### src/rtl/div_pkg.sv
// Shared definitions for the sequential arithmetic units (divider today, multiplier later).
package div_pkg;

    typedef enum logic [1:0] {
        ST_IDLE = 2'd0,
        ST_RUN  = 2'd1,
        ST_FIX  = 2'd2
    } div_state_e;

    function automatic int cnt_width(input int width);
        return $clog2(width + 1);
    endfunction

endpackage

### src/rtl/div_step.sv
// One restoring-division step: shift in a dividend bit, subtract the divisor when it fits.
module div_step #(
    parameter int WIDTH = 32
) (
    input  logic [WIDTH:0]   rem_i,
    input  logic [WIDTH-1:0] dvs_i,
    input  logic             bit_i,
    output logic [WIDTH:0]   rem_o,
    output logic             q_o
);

    localparam int RW = WIDTH + 1;

    logic [WIDTH+1:0] shifted;
    logic [WIDTH+1:0] dvs_ext;

    always_comb begin
        shifted = {rem_i, bit_i};
        dvs_ext = {2'b00, dvs_i};
        q_o     = (shifted >= dvs_ext);
        rem_o   = q_o ? RW'(shifted - dvs_ext) : RW'(shifted);
    end

endmodule

### src/rtl/div_seq.sv
// Sequential restoring divider (signed/unsigned), one quotient bit per cycle,
// sign fixup in a final cycle; remainder on hi, quotient on lo.
module div_seq
    import div_pkg::*;
#(
    parameter int WIDTH = 32,
    parameter int CNT_W = cnt_width(WIDTH)
) (
    input  logic             clk,
    input  logic             reset,
    input  logic             start,
    input  logic             signed_op,
    input  logic             abort,
    input  logic [WIDTH-1:0] value_A,
    input  logic [WIDTH-1:0] value_B,
    output logic             busy,
    output logic             done,
    output logic             divZero,
    output logic [WIDTH-1:0] hi,
    output logic [WIDTH-1:0] lo
);

    div_state_e       state_q, state_d;
    logic [CNT_W-1:0] cnt_q, cnt_d;
    logic [WIDTH:0]   rem_q, rem_d;
    logic [WIDTH-1:0] dvd_q, dvd_d;
    logic [WIDTH-1:0] dvs_q, dvs_d;
    logic             q_neg_q, q_neg_d;
    logic             r_neg_q, r_neg_d;
    logic [WIDTH-1:0] hi_q, hi_d;
    logic [WIDTH-1:0] lo_q, lo_d;
    logic             done_q, done_d;
    logic             dz_q, dz_d;

    logic signed [WIDTH-1:0] a_s;
    logic signed [WIDTH-1:0] b_s;
    logic                    a_neg;
    logic                    b_neg;
    logic [WIDTH:0]          step_rem;
    logic                    step_q;

    function automatic logic [WIDTH-1:0] neg_if(input logic [WIDTH-1:0] v, input logic n);
        return n ? (~v + WIDTH'(1)) : v;
    endfunction

    assign a_s = value_A;
    assign b_s = value_B;

    div_step #(.WIDTH(WIDTH)) u_step (
        .rem_i (rem_q),
        .dvs_i (dvs_q),
        .bit_i (dvd_q[WIDTH-1]),
        .rem_o (step_rem),
        .q_o   (step_q)
    );

    always_comb begin
        state_d = state_q;
        cnt_d   = cnt_q;
        rem_d   = rem_q;
        dvd_d   = dvd_q;
        dvs_d   = dvs_q;
        q_neg_d = q_neg_q;
        r_neg_d = r_neg_q;
        hi_d    = hi_q;
        lo_d    = lo_q;
        done_d  = 1'b0;
        dz_d    = 1'b0;
        a_neg   = signed_op && (a_s < 0);
        b_neg   = signed_op && (b_s < 0);

        case (state_q)
            ST_IDLE: begin
                if (start && !abort) begin
                    if (value_B == '0) begin
                        dz_d = 1'b1;
                    end else begin
                        dvd_d   = neg_if(value_A, a_neg);
                        dvs_d   = neg_if(value_B, b_neg);
                        q_neg_d = a_neg ^ b_neg;
                        r_neg_d = a_neg;
                        cnt_d   = CNT_W'(WIDTH);
                        rem_d   = '0;
                        state_d = ST_RUN;
                    end
                end
            end
            ST_RUN: begin
                // Quotient bits shift into the dividend register as dividend bits leave it;
                // once the counter hits zero one settle cycle remains before FIX.
                if (abort) begin
                    state_d = ST_IDLE;
                end else if (cnt_q != '0) begin
                    rem_d = step_rem;
                    dvd_d = {dvd_q[WIDTH-2:0], step_q};
                    cnt_d = cnt_q - CNT_W'(1);
                end else begin
                    state_d = ST_FIX;
                end
            end
            ST_FIX: begin
                state_d = ST_IDLE;
                if (!abort) begin
                    hi_d   = neg_if(WIDTH'(rem_q), r_neg_q);
                    lo_d   = neg_if(dvd_q, q_neg_q);
                    done_d = 1'b1;
                end
            end
            default: state_d = ST_IDLE;
        endcase
    end

    always_ff @(posedge clk or negedge reset) begin
        if (!reset) begin
            state_q <= ST_IDLE;
            cnt_q   <= '0;
            rem_q   <= '0;
            dvd_q   <= '0;
            dvs_q   <= '0;
            q_neg_q <= 1'b0;
            r_neg_q <= 1'b0;
            hi_q    <= '0;
            lo_q    <= '0;
            done_q  <= 1'b0;
            dz_q    <= 1'b0;
        end else begin
            state_q <= state_d;
            cnt_q   <= cnt_d;
            rem_q   <= rem_d;
            dvd_q   <= dvd_d;
            dvs_q   <= dvs_d;
            q_neg_q <= q_neg_d;
            r_neg_q <= r_neg_d;
            hi_q    <= hi_d;
            lo_q    <= lo_d;
            done_q  <= done_d;
            dz_q    <= dz_d;
        end
    end

    assign busy    = (state_q != ST_IDLE);
    assign done    = done_q;
    assign divZero = dz_q;
    assign hi      = hi_q;
    assign lo      = lo_q;

endmodule

### config.mk
export PLATFORM = sky130hd
export DESIGN_NAME = div_seq
export DESIGN_NICKNAME = d
export VERILOG_FILES = /design/src/rtl/div_pkg.sv /design/src/rtl/div_step.sv /design/src/rtl/div_seq.sv
export SDC_FILE = /design/constraint.sdc
export NUM_CORES = 1
export LEC_CHECK = 0
export ABC_AREA = 1
export BUFFER_PORTS_ARGS = -buffer_cell sky130_fd_sc_hd__buf_4
export CAP_MARGIN = 20
export CORE_MARGIN = 10
export CORE_UTILIZATION = 40
export DETAILED_ROUTE_END_ITERATION = 12
export PLACE_DENSITY = 0.6
export SETUP_SLACK_MARGIN = 0.05
export SKIP_LAST_GASP = 1
export SYNTH_ARGS = -nofsm -noshare
export SYNTH_HDL_FRONTEND = slang
export SYNTH_SLANG_ARGS = --single-unit
### constraint.sdc
create_clock -name clk -period 2 [get_ports clk]
set_input_delay 0.3 -clock clk [delete_from_list [all_inputs] [get_ports clk]]
set_output_delay 0.3 -clock clk [all_outputs]
set_load 0.05 [all_outputs]
==> flow_summary_export.csv, run 1 <==
group,metric,value,unit
sta,worstMarginPinSlew,0.522,ns
floorplan,core,32600,sq um
synthesis,synth-edff-count,0,
routing,wl_per_cell,15.6,microns
sta,finClkSkew,0.0163,ns
outcome,status,"finished, violations left",
critical_path,max_stage_delay,0.45,ns
cells_and_area,final_nets,2491,
routing,num_vias,14000,
flow_run,drv_cap,0,
critical_path,path_delay_family,"simple AND/OR/NAND/NOR gates",
place,dp_worst_setup_slack,-0.226,ns
cells_and_area,final_cells,2838,
synthesis,synth_nets,2178,
global_route,grt.busiest_layer,"met1",
critical_path,slowest_stage,"dfrtp_2",
routing,via_per_inst,4.93,
synthesis,ys_types,40,
power_and_ir_drop,leakage,9.34,nW
clock_tree,clock_path_buffers,2,
clock_tree,numCtsBuffers,17,
synthesis,synth.yosys.warnings,0,
clock_tree,cts.sinks,173,
power_and_ir_drop,switching_power,12.2,mW
floorplan,ioPinCount,136,
synthesis,synth_cells,2070,
routing,postRouteAntennaNets,0,
sta,min_period,2.09,ns
critical_path,critPathLaunchType,"flip-flop",
clock_tree,cts_tree,"done",
synthesis,synth-seq-area-share,0.327,
sta,final_hold_viol_count,0,
global_route,antenna_found_initial,0,
synthesis,synth_area_leaders,"dfrtp_1, nand2_1, inv_1, nand3_1, nor2_1",
synthesis,syn_avg_cell_area,6.39,sq um
power_and_ir_drop,p_seq_frac,0.235,
sta,postLayoutSetupSlackWorst,-0.0906,ns
floorplan,die_w,202,microns
cells_and_area,finalInstanceArea,17800,sq um
critical_path,required,2.32,ns
cells_and_area,fin_util,0.545,
cells_and_area,layout-drive-gt1-share,0.243,
global_route,overflow,0,
power_and_ir_drop,irDropWorstVdd,0.749,mV
place,dp_hpwl,34800,microns
sta,period_share,1.05,
global_route,grt.met2_usage,0.304,
synthesis,synth_area,13200,sq um
sta,finalSetupViolations,34,
global_route,grt_use_met3,0.0321,
critical_path,cp_max_fo,5,
power_and_ir_drop,p_total,25.2,mW
global_route,grt_pass1_wl,70800,microns
cells_and_area,area_growth,34.3,%
floorplan,fp.dieH,202,microns
sta,fin_setup_tns,-1.28,ns
clock_tree,cts_root_buf,"clkbuf_16",
global_route,grt_pass1_vias,13300,
floorplan,row_count,66,
critical_path,critPathArrivalTime,2.41,ns
clock_tree,clock_latency,0.44,ns
sta,maxSlewHeadroom,0.652,
routing,wl,44200,microns
routing,dr.pass1.iters,5,
synthesis,yosysMostFrequentCell,"nand2_1",
floorplan,die-area,40700,sq um
outcome,violations,"negative setup slack",
worst_hold_path,hp-class,"in2reg",
critical_path,crit_type,"reg2reg",
global_route,grt_usage,0.213,
routing,detail_route.iter0.violations,1108,
synthesis,async_flop_share,1.00,
place,port_buffers,135,
sta,hold_ws,0.0752,ns
critical_path,worstSetupEndpointType,"flip-flop",
synthesis,synth_common_cells,"nand2_1, inv_1, nand3_1, nor2_1, dfrtp_1",
place,gp_congestion,0.947,
synthesis,synth_top_area_cell,"dfrtp_1",
routing,drc,0,
power_and_ir_drop,power_density,1420,nW/um^2
critical_path,path_cells,"ha_1, nand2_2, inv_1, nand2_1, nand2_1, nand2_1, a21oi_2, nor2_4, nand2_8, buf_12, nand2_8, nand2_2, nand2_1, nand2_1",
clock_tree,clk_pin_slew_worst_paths,0.08,ns
critical_path,worst_path_most_repeated_cell,"nand2_1",
power_and_ir_drop,power_frac_clock,0.137,
sta,drv_slew,0,
place,placed_cell_area,16200,sq um
power_and_ir_drop,p_sw_frac,0.484,
global_route,grt_max_degree,52,
power_and_ir_drop,power_frac_comb,0.628,
synthesis,synth_flop_cell,"dfrtp_1",
sta,max_clock_freq,0.478,GHz
sta,rsz0062_at_grt,"yes",
synthesis,ys_ff_latch,173,
synthesis,synth_top_area_frac,0.327,
power_and_ir_drop,internal_power,13.0,mW
cells_and_area,insertedDiodeCount,0,
place,dp_cells,2786,
clock_tree,h-tree-depth,4,
global_route,grtUsageMet1,0.326,
floorplan,start_util,0.406,
critical_path,path_buf_inv,2,
-- flip-flops by register name, indices dropped and copies added, names as in the netlist --
register	count
r_neg_q	1
state_q	2
dvs_q	32
hi	32
cnt_q	6
dvd_q	32
rem_q	33
lo	32
done	1
q_neg_q	1
divZero	1
-- power by group through the flow --
| stage | combinational [mW] | sequential, mW | clock (mW) |
|---|---|---|---|
| 3_3_place_gp | 13.9 | 5.87 | 0 |
| 5_1_grt | 17.4 | 6.10 | 3.64 |
| 6_report | 15.8 | 5.93 | 3.45 |
| 4_1_cts | 14.9 | 5.88 | 3.50 |
| 2_1_floorplan | 6.84 | 7.64 | 0 |
| 3_5_place_dp | 14.0 | 5.91 | 0 |
-- kinds of logic (layout without fill, tap and decap cells) --
logic type                 after synthesis  in the layout  synth area share
xor gates and xnor gates                87             87            0.0576
and+or+nand+nor                       1223           1224             0.391
buffers and inverters                  356            681             0.106
adders and majority gates               39             39            0.0375
AOI/OAI and AO/OA                      192            192            0.0804
DFF                                    173            173             0.327
-- cell type report --
type	count	area, sq um
clock inverters	15	163
flip-flops and latches	173	4360
well taps	442	553
multi-input cells	1542	8320
inverters	300	1130
clock buffers	17	425
repair buffers	349	2820
fillers	3233	14900
-- layout by cell type, fill, tap and decap left out, drive strengths merged --
cell type and n:
or2 8, o22ai 1, nand3b 12, or3b 1, bufinv 2, o21bai 1, fa 1, xor2 61
a21oi 31, ha 38, a21o 1, and2 3, dlygate4sd3 1, o31ai 5, buf 348, clkinvlp 1
a31oi 13, nand2 743, o211ai 24, nor4 3, inv 305, clkinv 7, xnor2 26, nor2 196
o21ai 116, nand3 203, dfrtp 173, clkbuf 17, nor3 23, nand4 32
-- path summary, 6_finish.rpt --
path | cells after the start | end | startpoint | slack, ns
worst max-delay path | 14 | rem_q[26]$_DFFE_PN0P_ | rem_q[19]$_DFFE_PN0P_ | -0.09
worst min-delay path | 2 | state_q[1]$_DFFE_PN0P_ | abort | 0.08
worst max register to register | 14 | rem_q[26]$_DFFE_PN0P_ | rem_q[19]$_DFFE_PN0P_ | -0.09
worst min register to register | 2 | lo[29]$_DFFE_PN0P_ | lo[29]$_DFFE_PN0P_ | 0.48
max in group asynchronous | 3 | dvs_q[16]$_DFFE_PN0P_ | reset | 0.98
min in group asynchronous | 2 | lo[3]$_DFFE_PN0P_ | reset | 0.40
-- routing by layer --
| layer | routed length, microns | share of wire |
|---|---|---|
| met3 | 2870 | 0.065 |
| met2 | 18100 | 0.41 |
| met1 | 22600 | 0.51 |
| met4 | 582 | 0.013 |
| met5 | 0 | 0 |
-- timing repair --
item	4_1_cts	5_1_grt
hold endpoints to repair	47	0
resized for setup	87	108
pin swaps	30	28
hold buffers	1	0
setup buffers	8	9
endpoints found under the setup margin	47	94
gates cloned	2	0
Note: power is estimated with default switching activity, not from simulation.
==> run 2, diff against run 1 <==
--- a/config.mk
+++ b/config.mk
@@ -6,7 +6,7 @@
 export NUM_CORES = 1
 export LEC_CHECK = 0
 export ABC_AREA = 1
-export BUFFER_PORTS_ARGS = -buffer_cell sky130_fd_sc_hd__buf_4
+export BUFFER_PORTS_ARGS = -buffer_cell sky130_fd_sc_hd__buf_2
 export CAP_MARGIN = 20
 export CORE_MARGIN = 10
 export CORE_UTILIZATION = 40
==> run 2 against run 1 <==
  * The run still ends with negative setup slack left
  * Combinational power is essentially flat
  * Non-clock buffer count shrank 11
  * Clock power grew 2%
  * Via count grew 0.36%
  * Sequential cell count is the same
  * Sequential power is essentially flat
  * Worst setup slack gained 0.031 ns
  * Core utilization shrank 0.96 points
  * First-iteration DRC count grew 13%
  * Die area is the same
  * Critical path type unchanged
  * Largest cell class unchanged
==> flow_summary_export.csv, run 2 (synthesis gave the netlist of run 1 again) <==
group,metric,value,unit
critical_path,rr_worst_depth,12,
sta,rsz0062_at_grt,"yes",
routing,via_per_inst,4.97,
routing,postRouteAntennaNets,0,
routing,wl_per_cell,15.7,microns
flow_run,drv_cap,0,
clock_tree,clock_path_buffers,2,
global_route,grt_pass1_vias,13300,
cells_and_area,final_cell_mix,"nand2_1, inv_1, nand3_1",
critical_path,required,2.33,ns
critical_path,worstSetupEndpointType,"flip-flop",
global_route,grt_usage,0.214,
clock_tree,clock_latency,0.45,ns
clock_tree,cts.sinks,173,
routing,detail_route.iter0.violations,1247,
cells_and_area,fill_cells,3252,
critical_path,cp_max_fo,4,
routing,dr.pass1.iters,5,
global_route,antenna_found_initial,1,
sta,fin_setup_tns,-0.852,ns
critical_path,slowest_stage,"dfrtp_2",
floorplan,die_w,202,microns
cells_and_area,largest-register,"rem_q",
power_and_ir_drop,switching_power,12.3,mW
power_and_ir_drop,power_frac_comb,0.621,
clock_tree,cts_root_buf,"clkbuf_16",
cells_and_area,area_growth,32.0,%
power_and_ir_drop,leakage,9.27,nW
cells_and_area,largest_reg_flops,33,
routing,num_vias,14000,
cells_and_area,final_nets,2480,
sta,final_hold_viol_count,0,
sta,finClkSkew,0.0190,ns
sta,worstMarginPinSlew,0.509,ns
floorplan,fp.dieH,202,microns
critical_path,critPathLaunchType,"flip-flop",
power_and_ir_drop,internal_power,12.6,mW
global_route,grt_max_degree,55,
floorplan,start_util,0.406,
place,dp_cells,2782,
clock_tree,cts_tree,"done",
sta,hold_ws,0.106,ns
power_and_ir_drop,p_seq_frac,0.238,
critical_path,worst_path_most_repeated_cell,"nand2_1",
place,gp_congestion,0.967,
global_route,grt_pass1_wl,71200,microns
sta,max_clock_freq,0.485,GHz
global_route,overflow,0,
critical_path,cp.depth,12,
critical_path,critPathArrivalTime,2.39,ns
place,placed_cell_area,15800,sq um
outcome,violations,"negative setup slack",
routing,wl,44300,microns
sta,postLayoutSetupSlackWorst,-0.0599,ns
worst_hold_path,hold_depth,2,
cells_and_area,seqCellArea,4360,sq um
critical_path,crit_type,"reg2reg",
cells_and_area,layout-drive-gt1-share,0.247,
floorplan,core,32600,sq um
power_and_ir_drop,irDropWorstVdd,0.719,mV
sta,drv_slew,0,
clock_tree,numCtsBuffers,17,
worst_hold_path,hp-class,"in2reg",
floorplan,ioPinCount,136,
critical_path,max_stage_delay,0.47,ns
outcome,status,"finished, violations left",
cells_and_area,final_cells,2827,
power_and_ir_drop,p_sw_frac,0.496,
floorplan,die-area,40700,sq um
clock_tree,clk_pin_slew_worst_paths,0.08,ns
place,port_buffers,135,
cells_and_area,multiInputGateArea,8380,sq um
cells_and_area,finalInstanceArea,17500,sq um
place,dp_hpwl,35000,microns
critical_path,path_buf_inv,1,
cells_and_area,insertedDiodeCount,0,
sta,period_share,1.03,
clock_tree,h-tree-depth,4,
critical_path,path_cells,"ha_4, buf_4, a21oi_1, nor2_1, nor2_1, nand2_1, a21oi_1, nand2_1, nand2_1, nand3_1, nand2_1, nand2_1",
routing,drc,0,
floorplan,row_count,66,
critical_path,path_delay_family,"simple AND/OR/NAND/NOR gates",
sta,min_period,2.06,ns
place,dp_worst_setup_slack,-0.243,ns
power_and_ir_drop,power_density,1430,nW/um^2
power_and_ir_drop,p_total,24.9,mW
cells_and_area,fin_util,0.535,
power_and_ir_drop,power_frac_clock,0.141,
sta,finalSetupViolations,34,
cells_and_area,mostFrequentLayoutCell,"nand2_1",
sta,maxSlewHeadroom,0.657,
-- run 2: repair_timing --
item	CTS	global route
gates resized for setup	87	133
endpoints found under the hold margin	35	0
gates cloned	1	2
pin swaps	29	44
buffers inserted	5	6
setup endpoints to repair	44	63
hold buffers	1	0
-- run 2: area by class of cell --
class / instances / area share
clock buffer: 18 / 0.0246
clock inverter: 14 / 0.0102
inverter: 300 / 0.0648
multi-input combinational: 1542 / 0.480
sequential: 173 / 0.250
tap: 442 / 0.0317
timing repair buffer: 338 / 0.139
-- run 2: routing by layer --
| layer | up-vias | GRT usage | routed length [microns] |
|---|---|---|---|
| li1 | 7118 | - | - |
| met1 | 6520 | 0.329 | 23000 |
| met2 | 352 | 0.302 | 18100 |
| met3 | 55 | 0.0307 | 2450 |
| met4 | 2 | 0.0529 | 754 |
| met5 | - | 0 | 7 |
-- run 2: power groups by stage --
stage / logic (mW) / registers (mW) / clock network, mW
CTS: 14.4 / 5.87 / 3.56
global placement: 13.4 / 5.85 / 0
global route: 17.0 / 6.09 / 3.69
finish: 15.5 / 5.92 / 3.51
floorplan: 6.84 / 7.64 / 0
detailed placement: 13.6 / 5.90 / 0
-- run 2: worst paths after layout --
kind / slack [ns] / startpoint / endpoint
hold reg to reg: 0.48 / lo[24]$_DFFE_PN0P_ / lo[24]$_DFFE_PN0P_
min in group asynchronous: 0.35 / reset / lo[5]$_DFFE_PN0P_
setup / recovery: -0.06 / rem_q[25]$_DFFE_PN0P_ / rem_q[29]$_DFFE_PN0P_
setup reg to reg: -0.06 / rem_q[25]$_DFFE_PN0P_ / rem_q[29]$_DFFE_PN0P_
max in group asynchronous: 1.03 / reset / dvs_q[7]$_DFFE_PN0P_
hold / removal: 0.11 / value_B[31] / q_neg_q$_DFFE_PN0P_
